**src/rtl/mac_dot_seq.sv**
```systemverilog
// rtl/mac_dot_seq.sv - dot-product operand sequencer driving an external MAC
module mac_dot_seq #(
  parameter int DW    = 8,
  parameter int ACCW  = 16,
  parameter int DEPTH = 16,
  parameter int AW    = 4
) (
  input  logic            clk,
  input  logic            rst_n,
  input  logic            wr_en,
  input  logic            wr_sel,
  input  logic [AW-1:0]   wr_addr,
  input  logic [DW-1:0]   wr_data,
  input  logic            start,
  input  logic [AW:0]     len,
  input  logic [ACCW-1:0] mac_out,
  output logic [DW-1:0]   mac_opa,
  output logic [DW-1:0]   mac_opb,
  output logic            mac_clr,
  output logic            busy,
  output logic [ACCW-1:0] result,
  output logic            done,
  output logic            err
);

  typedef enum logic [1:0] {IDLE, RUN, CAPTURE} state_t;

  localparam logic [AW:0] DEPTH_L = (AW+1)'(DEPTH);

  state_t        state;
  logic [DW-1:0] bank_a [DEPTH];
  logic [DW-1:0] bank_b [DEPTH];
  logic [AW-1:0] idx;
  logic [AW:0]   len_q;
  logic [AW-1:0] idx_nxt;
  logic          last_pair;

  assign idx_nxt   = idx + 1'b1;
  assign last_pair = ({1'b0, idx} == (len_q - 1'b1));

  always_ff @(posedge clk or negedge rst_n) begin
    if (!rst_n) begin
      state   <= IDLE;
      idx     <= '0;
      len_q   <= '0;
      mac_opa <= '0;
      mac_opb <= '0;
      mac_clr <= 1'b1;
      busy    <= 1'b0;
      result  <= '0;
      done    <= 1'b0;
      err     <= 1'b0;
      for (int i = 0; i < DEPTH; i++) begin
        bank_a[i] <= '0;
        bank_b[i] <= '0;
      end
    end else begin
      done <= 1'b0;
      err  <= 1'b0;
      case (state)
        IDLE: begin
          // Banks are only writable here, so a run always sees a frozen snapshot
          if (wr_en) begin
            if (wr_sel) bank_b[wr_addr] <= wr_data;
            else        bank_a[wr_addr] <= wr_data;
          end
          if (start) begin
            if (len == '0 || len > DEPTH_L) begin
              err <= 1'b1;
            end else begin
              len_q   <= len;
              idx     <= '0;
              mac_opa <= bank_a[0];
              mac_opb <= bank_b[0];
              mac_clr <= 1'b0;
              busy    <= 1'b1;
              state   <= RUN;
            end
          end
        end
        RUN: begin
          if (last_pair) begin
            mac_opa <= '0;
            mac_opb <= '0;
            state   <= CAPTURE;
          end else begin
            idx     <= idx_nxt;
            mac_opa <= bank_a[idx_nxt];
            mac_opb <= bank_b[idx_nxt];
          end
        end
        CAPTURE: begin
          // The MAC has absorbed the final pair; clr goes high so the next run starts at 0
          result  <= mac_out;
          done    <= 1'b1;
          busy    <= 1'b0;
          mac_clr <= 1'b1;
          idx     <= '0;
          state   <= IDLE;
        end
        default: state <= IDLE;
      endcase
    end
  end

endmodule

```
**config.mk**
```make
export PLATFORM = sky130hd
export DESIGN_NAME = mac_dot_seq
export DESIGN_NICKNAME = d
export VERILOG_FILES = /design/src/rtl/mac_dot_seq.sv
export SDC_FILE = /design/constraint.sdc
export NUM_CORES = 1
export LEC_CHECK = 0
export BUFFER_PORTS_ARGS = -buffer_cell sky130_fd_sc_hd__buf_4
export CAP_MARGIN = 20
export CORE_MARGIN = 5
export CORE_UTILIZATION = 61
export DETAILED_ROUTE_END_ITERATION = 16
export GPL_TIMING_DRIVEN = 1
export PLACE_DENSITY = 0.79
export SYNTH_ARGS = -nofsm -noshare
export SYNTH_HDL_FRONTEND = slang
export SYNTH_SLANG_ARGS = --single-unit
```
**constraint.sdc**
```tcl
create_clock -name clk -period 2.95 [get_ports clk]
set_input_delay 0.59 -clock clk [delete_from_list [all_inputs] [get_ports clk]]
set_output_delay 0.59 -clock clk [all_outputs]
set_load 0.02 [all_outputs]
```
# ---- Word level (Yosys, flattened, before mapping)
# Cells that the tools add are included.
dict set report classes {
  add_sub_neg 2
  n_mul 0
  n_div 0
  n_lt_le_gt_ge 4
  n_eq_ne 7
  n_shift 0
  n_mux 36
  n_bitwise 4
  reduce_logical 14
}
# cell n
set op_table {}
lappend op_table {{$bwmux 128} 2}
lappend op_table {{$mux 8} 11}
lappend op_table {{$bmux 8 s4} 2}
lappend op_table {{$demux 8 s4} 1}
lappend op_table {{$pmux 8 s2} 2}
lappend op_table {{$reduce_and 3->1} 6}
lappend op_table {{$mux 4} 3}
lappend op_table {{$pmux 4 s3} 1}
lappend op_table {{$ge 5x5->1 const B} 2}
lappend op_table {{$not 4->5} 2}
lappend op_table {{$mux 1} 8}
lappend op_table {{$ne 2x2->1 const B} 4}
lappend op_table {{$mux 2} 3}
lappend op_table {{$eq 4x5->1} 1}
lappend op_table {{$gt 5x5->1 const B} 1}
lappend op_table {{$logic_not 5->1} 1}
lappend op_table {{$lt 5x1->1 const B} 1}
lappend op_table {{$sub 5x1->5 const B} 1}
lappend op_table {{$add 4x1->4 const B} 1}
lappend op_table {{$pmux 1 s2} 2}
lappend op_table {{$pmux 2 s2} 1}
lappend op_table {{$reduce_and 4->1} 1}
lappend op_table {{$reduce_bool 2->1} 2}
lappend op_table {{$reduce_bool 3->1} 1}
lappend op_table {{other kinds (6)} 7}
dict set report totals {
  regBits 303
  latchBits 0
  mem_bits_rw 0
  rom_bits 0
  input_bits 38
  out_inout_bits 36
  wordCells 109
  memories 0
}

# ---- Longest topological paths before layout
# Gate-level depths: netlist (run 1).
dict set report logic_depth {
  depth_word 7
  ltp_mapped 8
  ltp_nobuf 7
}

# ---- Least setup slack after synthesis (run 1)
# Ideal clock, no wire load.
dict set report synth_path {
  path_type {register to register}
  from {register idx[1]}
  to {register mac_opb[4]}
  setup_time_ns 0.125
  t_arrival_ns 1.990
  required_ns 2.825
  setup_slack_ns 0.835
  stages_incl_launch_ff 9
  n_path_buf 2
  period_less_slack_ns 2.115
  cell_sequence {dfrtp_1 ha_1 buf_2 clkbuf_1 mux4_2 mux2i_1 nand3_1 a21oi_1 nor3_1}
}
dict set report synth_between {
  elab_chain_len 7
  word_cells_on_any_way 8
  classes_between {add/sub (1); eq/ne (1); mux (5); bitwise (1)}
}
# element line_no
set synth_lines {}
lappend synth_lines {{start, declared} 33} ;# logic [AW-1:0] idx;
lappend synth_lines {{start signal, assigned} 87} ;# idx <= idx_nxt;
lappend synth_lines {{$add 4x1->4} 38} ;# assign idx_nxt = idx + 1'b1;
lappend synth_lines {{$not 4->5 (implied by the code)} 89} ;# mac_opb <= bank_b[idx_nxt];
lappend synth_lines {{$bmux 8 s4} 89}
lappend synth_lines {{$mux 8 (implied by the code) (2 in a row)} 89}
lappend synth_lines {{$mux 8 (*)} 82} ;# if (last_pair) begin
lappend synth_lines {{$pmux 8 s2 (*)} 60} ;# case (state)
lappend synth_lines {{end signal, assigned} 74} ;# mac_opb <= bank_b[0];
lappend synth_lines {{end signal, assigned} 89}
lappend synth_lines {{end, declared} 18} ;# output logic [DW-1:0] mac_opb,
# Every way passes the cells marked *; elsewhere a longest branch is shown, timed or not. The select of a mux whose other input is x is not followed.
# A chain may end at the register's enable or synchronous reset.

# ---- Worst setup path in the final report (run 1)
dict set report layout_path {
  from {register idx[0]}
  to {register mac_opb[3]}
}
# The elaborated chain is that of the path after synthesis.

==> summary.txt, run 1 <==
Pwr
  • Switching share of total power: 0.333
  • Switch Pwr: 4.97 mW
  • Comb power frac: 0.372
  • Sequential power share: 0.378
  • Power density over the cells: 926 mW/mm^2
  • Leak Pwr: approximately 7.6 nW
  • Worst VDD drop: 0.000621 V
  • Cell internal pwr: 9.94 mW
  • Clock power frac: 0.250

CTS
  • Clock root cell: clkbuf_16
  • H-Tree Depth: 1
  • CTS tree: done
  • Post-CTS sizing: 0
  • Num CTS Buffers: 31
  • Clock buffer depth: 3
  • Postcts setup bufs: 0
  • Hold bufs inserted after CTS: 0
  • Clk sinks: 303
  • Clk slew on worst S/H paths: ~0.06 ns
  • Clock Latency Late Sink: 0.55 ns

Critical path
  • Worst R2R Path Depth: 7
  • Largest stage delay on the critical path: between 0.5 and 0.6 ns
  • Crit Path Max Fanout: 24
  • CP max-delay cell: dfrtp_4
  • Worst path cell trace: ha_2 > buf_12 > mux4_2 > mux2i_1 > nand3_1 > a21oi_1 > nor3_1
  • Worst reg2reg startpoint: idx[0]
  • Worst Setup EP: mac_opb[3]
  • Reg2reg setup slack: 0.40 ns
  • Crit path launch type: register
  • Terminus of the critical flop-to-flop path: mac_opb[3]
  • Required @ worst endpoint: about 3.4 ns
  • CP startpoint: idx[0]
  • Critical path class: register to register
  • CP endpoint kind: register
  • Crit path DAT: about 3.0 ns

Yosys
  • Post-Synthesis Cell Area: around 0.014 mm^2
  • EDFF count, synth: 0
  • Yosys cell types: 45
  • Post-synth ARST share: 1.00
  • YS warnings: 0
  • #FFs+latches synth: roughly 300
  • Post-synthesis sequential area ratio: 0.533
  • Most common flop cell mapped by yosys: dfrtp_1
  • Synthesized area per cell: 14.4 um^2
  • Syn Nets: 1,027
  • Post-synthesis instance total: 987

Placement
  • Placer Congestion: 0.793
  • HPWL after DPL: about 20,000 um
  • PortBufs: 73

Layout
  • Layout cells sized above 1: 0.473
  • Final nets: about 1,100
  • Most frequent cells in the layout: dfrtp_1, mux2_2, buf_4, mux4_2, nand3_1
  • Commonest non-fill, non-tap cell in the layout: dfrtp_1
  • Fin util: 0.707
  • Synthesis-to-finish area growth: 13.2%

Drt
  • Max Used Layer: met4
  • WL final: ~32,000 um
  • Vias per cell: 6.30
  • Met1 wire length: between 10,000 and 15,000 um
  • Iteration-0 DRC Markers: a little under 700
  • WL/cell: 23.3 um
  • DRT Pass-1 Iters: 4
  • Drt drc: 0
  • WL met2: 15,000 um
  • Vias: 8,679
  • Routed Antenna Nets: 0
  • Routed wl met3: 2070 um

Die
  • Die area: 0.0265 mm^2
  • Die Y: 163 um
  • Starting Density: 0.625
  • Area of the core: 0.0228 mm^2
  • # IOs: 74
  • Row count: 55
  • Die width: 163 um

Timing
  • Clock Skew: 0.0120 ns
  • Setup violation total in the final timing report: 0
  • Max Fclk: ~0.39 GHz
  • Final hold vios: 0
  • Unrepaired setup endpoints after global routing: no
  • Final period util: 0.866
  • Worst hold margin: 0.0374 ns
  • Headroom to the max-slew limit: 0.380
  • Minimum clock period: 2.55 ns
  • Worst-margin pin slew: 0.930 ns
  • Fin. max-slew vios: 0
  • Setup_tns: 0 ns

GRT
  • Largest net degree at the start of global routing: 85
  • Vias in the first global route: 9,105
  • Gr usage total: 0.249
  • Initial antenna violation count: 2
  • Grt total ovfl: 0
  • Global-route wire length before repair: 52,300 um

Hold path
  • Hold/Removal Path Class: input port to asynchronous set/reset pin

Status
  • Outcome: finished clean

Flow run
  • Max-Cap Viols: 0
-- worst max-delay path: cells and delay by family, from the launching register on --
kind	cells	cell delay [ns]
and+or+nand+nor	2	0.20
adders and majority gates	1	0.49
buffers and inverters	1	0.24
muxes	2	0.73
DFF	1	0.56
AOI/OAI and AO/OA	1	0.19
-- per-layer routing --
metal / GRT usage / vias up
li1: - / 3777
met1: 0.370 / 4566
met2: 0.394 / 286
met3: 0.0425 / 50
met4: 0.0549 / 0
met5: 0 / -
-- cell usage after synthesis, drive strengths merged (3+ instances only) --
| master | count | area, um^2 |
|---|---|---|
| clkbuf | 50 | 189 |
| inv | 21 | 78.8 |
| xnor2 | 5 | 43.8 |
| nand2 | 24 | 90.1 |
| nor3 | 28 | 193 |
| a31oi | 16 | 100 |
| xor2 | 4 | 35.0 |
| dfrtp | 302 | 7560 |
| mux2i | 32 | 320 |
| nor2 | 18 | 131 |
| a211oi | 16 | 120 |
| nor2b | 3 | 18.8 |
| buf | 23 | 145 |
| nand2b | 5 | 31.3 |
| a21oi | 35 | 175 |
| nand3 | 38 | 208 |
| mux4 | 64 | 1440 |
| mux2 | 277 | 3120 |
| o22ai | 3 | 18.8 |
-- metrics by stage --
step           total power, mW  cells  area [um^2]  setup WS (ns)
6_report                  14.9   1377        16100          0.395
5_1_grt                   15.7   1377        16100          0.233
4_1_cts                   15.0   1374        16100          0.449
3_5_place_dp              11.2   1318        15100          0.181
3_3_place_gp              11.0   1318        15100          0.238
2_1_floorplan             9.56    987        14200          0.835
-- registers in the layout (all words and copies together), names as in the netlist, 2 cells and up --
name / count
state: 2
len_q: 5
idx: 4
result: 16
bank_a: 128
mac_opb: 8
mac_opa: 8
bank_b: 128
-- final cells by class --
type / instances / area (um^2)
clock buffer: 49 / 913
clock inverter: 7 / 60.1
tap: 313 / 392
fill: 1514 / 6670
inverter: 22 / 82.6
timing repair buffer: 92 / 806
sequential: 303 / 7590
antenna: 2 / 5.00
multi-input combinational: 589 / 6260
-- logic make-up after synthesis --
family / count (synthesis) / share of synthesized area
mux: 373 / 0.343
flops: 303 / 0.533
simple gates: 126 / 0.0533
buf+inv: 95 / 0.0293
compound gates: 79 / 0.0342
xor+xnor: 9 / 0.00554
fa+ha+maj: 2 / 0.00176
-- power by group through the flow --
stage          Clock [mW]  Sequential, mW  Combinational (mW)
3_5_place_dp            0            5.70                5.52
3_3_place_gp            0            5.66                5.36
4_1_cts              3.79            5.64                5.55
6_report             3.72            5.64                5.55
5_1_grt              3.97            5.74                5.98
2_1_floorplan           0            5.66                3.90
-- how the worst min path moves through the flow --
stage | start | to | slack (ns)
floorplan | rst_n | bank_a[0] | 0.29
finish | rst_n | idx[2] | 0.04
CTS | rst_n | idx[2] | 0.06
global placement | bank_b[88] | bank_b[88] | 0.48
detailed placement | bank_b[79] | bank_b[79] | 0.49
global route | rst_n | idx[2] | 0.09
Note: power is estimated with default switching activity, not from simulation.
==> run 2: changes to the inputs <==
--- a/config.mk
+++ b/config.mk
@@ -11,7 +11,8 @@
 export CORE_UTILIZATION = 61
 export DETAILED_ROUTE_END_ITERATION = 16
 export GPL_TIMING_DRIVEN = 1
-export PLACE_DENSITY = 0.79
+export PLACE_DENSITY = 0.89
+export SKIP_CTS_REPAIR_TIMING = 1
 export SYNTH_ARGS = -nofsm -noshare
 export SYNTH_HDL_FRONTEND = slang
 export SYNTH_SLANG_ARGS = --single-unit
==> run 2 against run 1 <==
  * Clock-buffer cell count fell by 8
  * First-iteration DRC count rose by 71%
  * Cell count fell by 0.29%
  * Via count rose by 3.7%
  * Setup slack improved by 0.12 ns
  * Clock power barely moved
  * Utilization fell by 0.11 points
  * Worst hold slack improved by 0.014 ns
  * Design area fell by 0.16%
==> summary.txt, run 2 (synthesis results as in run 1) <==
Die
  • Die Y: 163 um (unchanged)
  • Starting Density: 0.625 (unchanged)
  • # IOs: 74 (unchanged)
  • Area of the core: 0.0228 mm^2 (unchanged)
  • Die width: 163 um (unchanged)
  • Row count: 55 (unchanged)
  • Die area: 0.0265 mm^2 (unchanged)

Critical path
  • CP endpoint kind: register (unchanged)
  • Largest stage delay on the critical path: 0.51 ns (was 0.56 ns)
  • Critical path class: register to register (unchanged)
  • Crit path launch type: register (unchanged)
  • Crit Path Max Fanout: 40 (was 24)
  • Required @ worst endpoint: 3.36 ns (was 3.38 ns)
  • Crit path DAT: 2.85 ns (was 2.98 ns)
  • CP max-delay cell: ha_2 (was dfrtp_4)
  • Worst path cell trace: ha_2 > buf_12 > mux4_2 > mux2i_1 > nand3_1 > a21oi_1 > nor3_1 (unchanged)

Hold path
  • Hold/Removal Path Class: input port to asynchronous set/reset pin (unchanged)

CTS
  • Clock Latency Late Sink: 0.55 ns (about the same)
  • CTS tree: done (unchanged)
  • H-Tree Depth: 1 (unchanged)
  • Clock buffer depth: 3 (unchanged)
  • Clock root cell: clkbuf_16 (unchanged)
  • Clk sinks: 303 (unchanged)
  • Clk slew on worst S/H paths: 0.06 ns (about the same)
  • Num CTS Buffers: 29 (was 31)

Drt
  • Drt drc: 0 (unchanged)
  • Iteration-0 DRC Markers: 1,181 (was 689)
  • WL/cell: 24.5 um (was 23.3 um)
  • Vias: 9,004 (was 8,679)
  • Vias per cell: 6.56 (was 6.30)
  • WL final: 33,700 um (was 32,000 um)
  • Routed Antenna Nets: 0 (unchanged)
  • DRT Pass-1 Iters: 6 (was 4)

Timing
  • Clock Skew: 0.0212 ns (was 0.0120 ns)
  • Headroom to the max-slew limit: 0.516 (was 0.380)
  • Final hold vios: 0 (unchanged)
  • Max Fclk: 0.410 GHz (was 0.391 GHz)
  • Setup violation total in the final timing report: 0 (unchanged)
  • Fin. max-slew vios: 0 (unchanged)
  • Final period util: 0.827 (was 0.866)
  • Worst-margin pin slew: 0.722 ns (was 0.930 ns)
  • Setup_tns: 0 ns (unchanged)
  • Unrepaired setup endpoints after global routing: no (unchanged)
  • Minimum clock period: 2.44 ns (was 2.55 ns)

Placement
  • Placer Congestion: 0.846 (was 0.793)
  • HPWL after DPL: 21,400 um (was 20,200 um)
  • PortBufs: 73 (unchanged)

Layout
  • Layout cells sized above 1: 0.477 (was 0.473)
  • Commonest non-fill, non-tap cell in the layout: dfrtp_1 (unchanged)
  • Most frequent cells in the layout: dfrtp_1, mux2_2, buf_4, mux4_2, nand3_1 (unchanged)
  • Synthesis-to-finish area growth: 13.0% (was 13.2%)
  • Inserted Diodes: 0 (was 2)
  • Final nets: 1,082 (was 1,079)
  • Top flop regs: bank_a: 128 flops, bank_b: 128 flops, result: 16 flops (unchanged)

GRT
  • Largest net degree at the start of global routing: 86 (was 85)
  • Gr usage total: 0.260 (was 0.249)
  • Initial antenna violation count: 1 (was 2)
  • Global-route wire length before repair: 54,300 um (was 52,300 um)
  • Vias in the first global route: 9,508 (was 9,105)
  • Grt total ovfl: 0 (unchanged)

Flow run
  • Max-Cap Viols: 0 (unchanged)

Pwr
  • Pwr Total: 15.0 mW (was 14.9 mW)
  • Power density over the cells: 933 mW/mm^2 (was 926 mW/mm^2)
  • Leak Pwr: 7.64 nW (about the same)
  • Worst VDD drop: 0.000722 V (was 0.000621 V)

Status
  • Outcome: finished clean (unchanged)
==> run 2: changes by cell type in the layout (fill, tap and decap cells not counted), sizes merged <==
cell	change
buf	+5
clkinvlp	+1
bufinv	+1
clkbuf	-8
clkinv	-1
diode	-2
==> run 2: through the flow <==
stage                     setup WS (ns)   util  area, um^2  hold WS [ns]  cells
after detailed placement          0.346  0.664       15100         0.488   1324
after global routing              0.417  0.706       16100        0.0968   1373
final                             0.510  0.706       16100        0.0517   1373
after CTS                         0.560  0.706       16100        0.0786   1373
after global placement            0.554  0.664       15100         0.482   1324
after floorplan                   0.835      -       14200         0.294    987
==> run 2: report_power, final <==
part | switching [mW] | internal [mW]
Clock | 1.56 | 2.16
Sequential | 0.629 | 5.06
Combinational | 2.92 | 2.68
Total | 5.10 | 9.90
==> run 2: cell type report <==
| cell class | count | area, um^2 |
|---|---|---|
| sequential | 303 | 7590 |
| clock buffer | 41 | 851 |
| fill | 1367 | 6700 |
| multi-input combinational | 589 | 6250 |
| clock inverter | 8 | 92.6 |
| timing repair buffer | 97 | 823 |
| tap | 313 | 392 |
| inverter | 22 | 82.6 |
==> run 2: routing by layer <==
| metal | up-vias | track usage | wire length, um |
|---|---|---|---|
| met2 | 477 | 0.409 | 15800 |
| met5 | - | 0 | 15 |
| met1 | 4654 | 0.361 | 13600 |
| met3 | 102 | 0.0772 | 3470 |
| met4 | 2 | 0.0644 | 843 |
| li1 | 3769 | - | - |
==> run 2: worst paths after layout <==
check                           start          end  slack [ns]  cells past startpoint
max                            idx[0]   mac_opa[7]        0.51                      7
min                             rst_n  bank_b[101]        0.05                      1
max reg2reg                    idx[0]   mac_opa[7]        0.51                      7
min reg2reg                bank_a[47]   bank_a[47]        0.50                      1
max in group asynchronous       rst_n   bank_b[10]        2.05                      2
min in group clk           mac_out[3]    result[3]        0.28                      2
==> run 2: worst max-delay path, delay by kind of cell, from the launching register on <==
family | cells | cell delay, ns
AOI/OAI and AO/OA | 1 | 0.24
adders and majority gates | 1 | 0.51
buffers and inverters | 1 | 0.28
muxes | 2 | 0.53
DFF | 1 | 0.49
and+or+nand+nor | 2 | 0.19
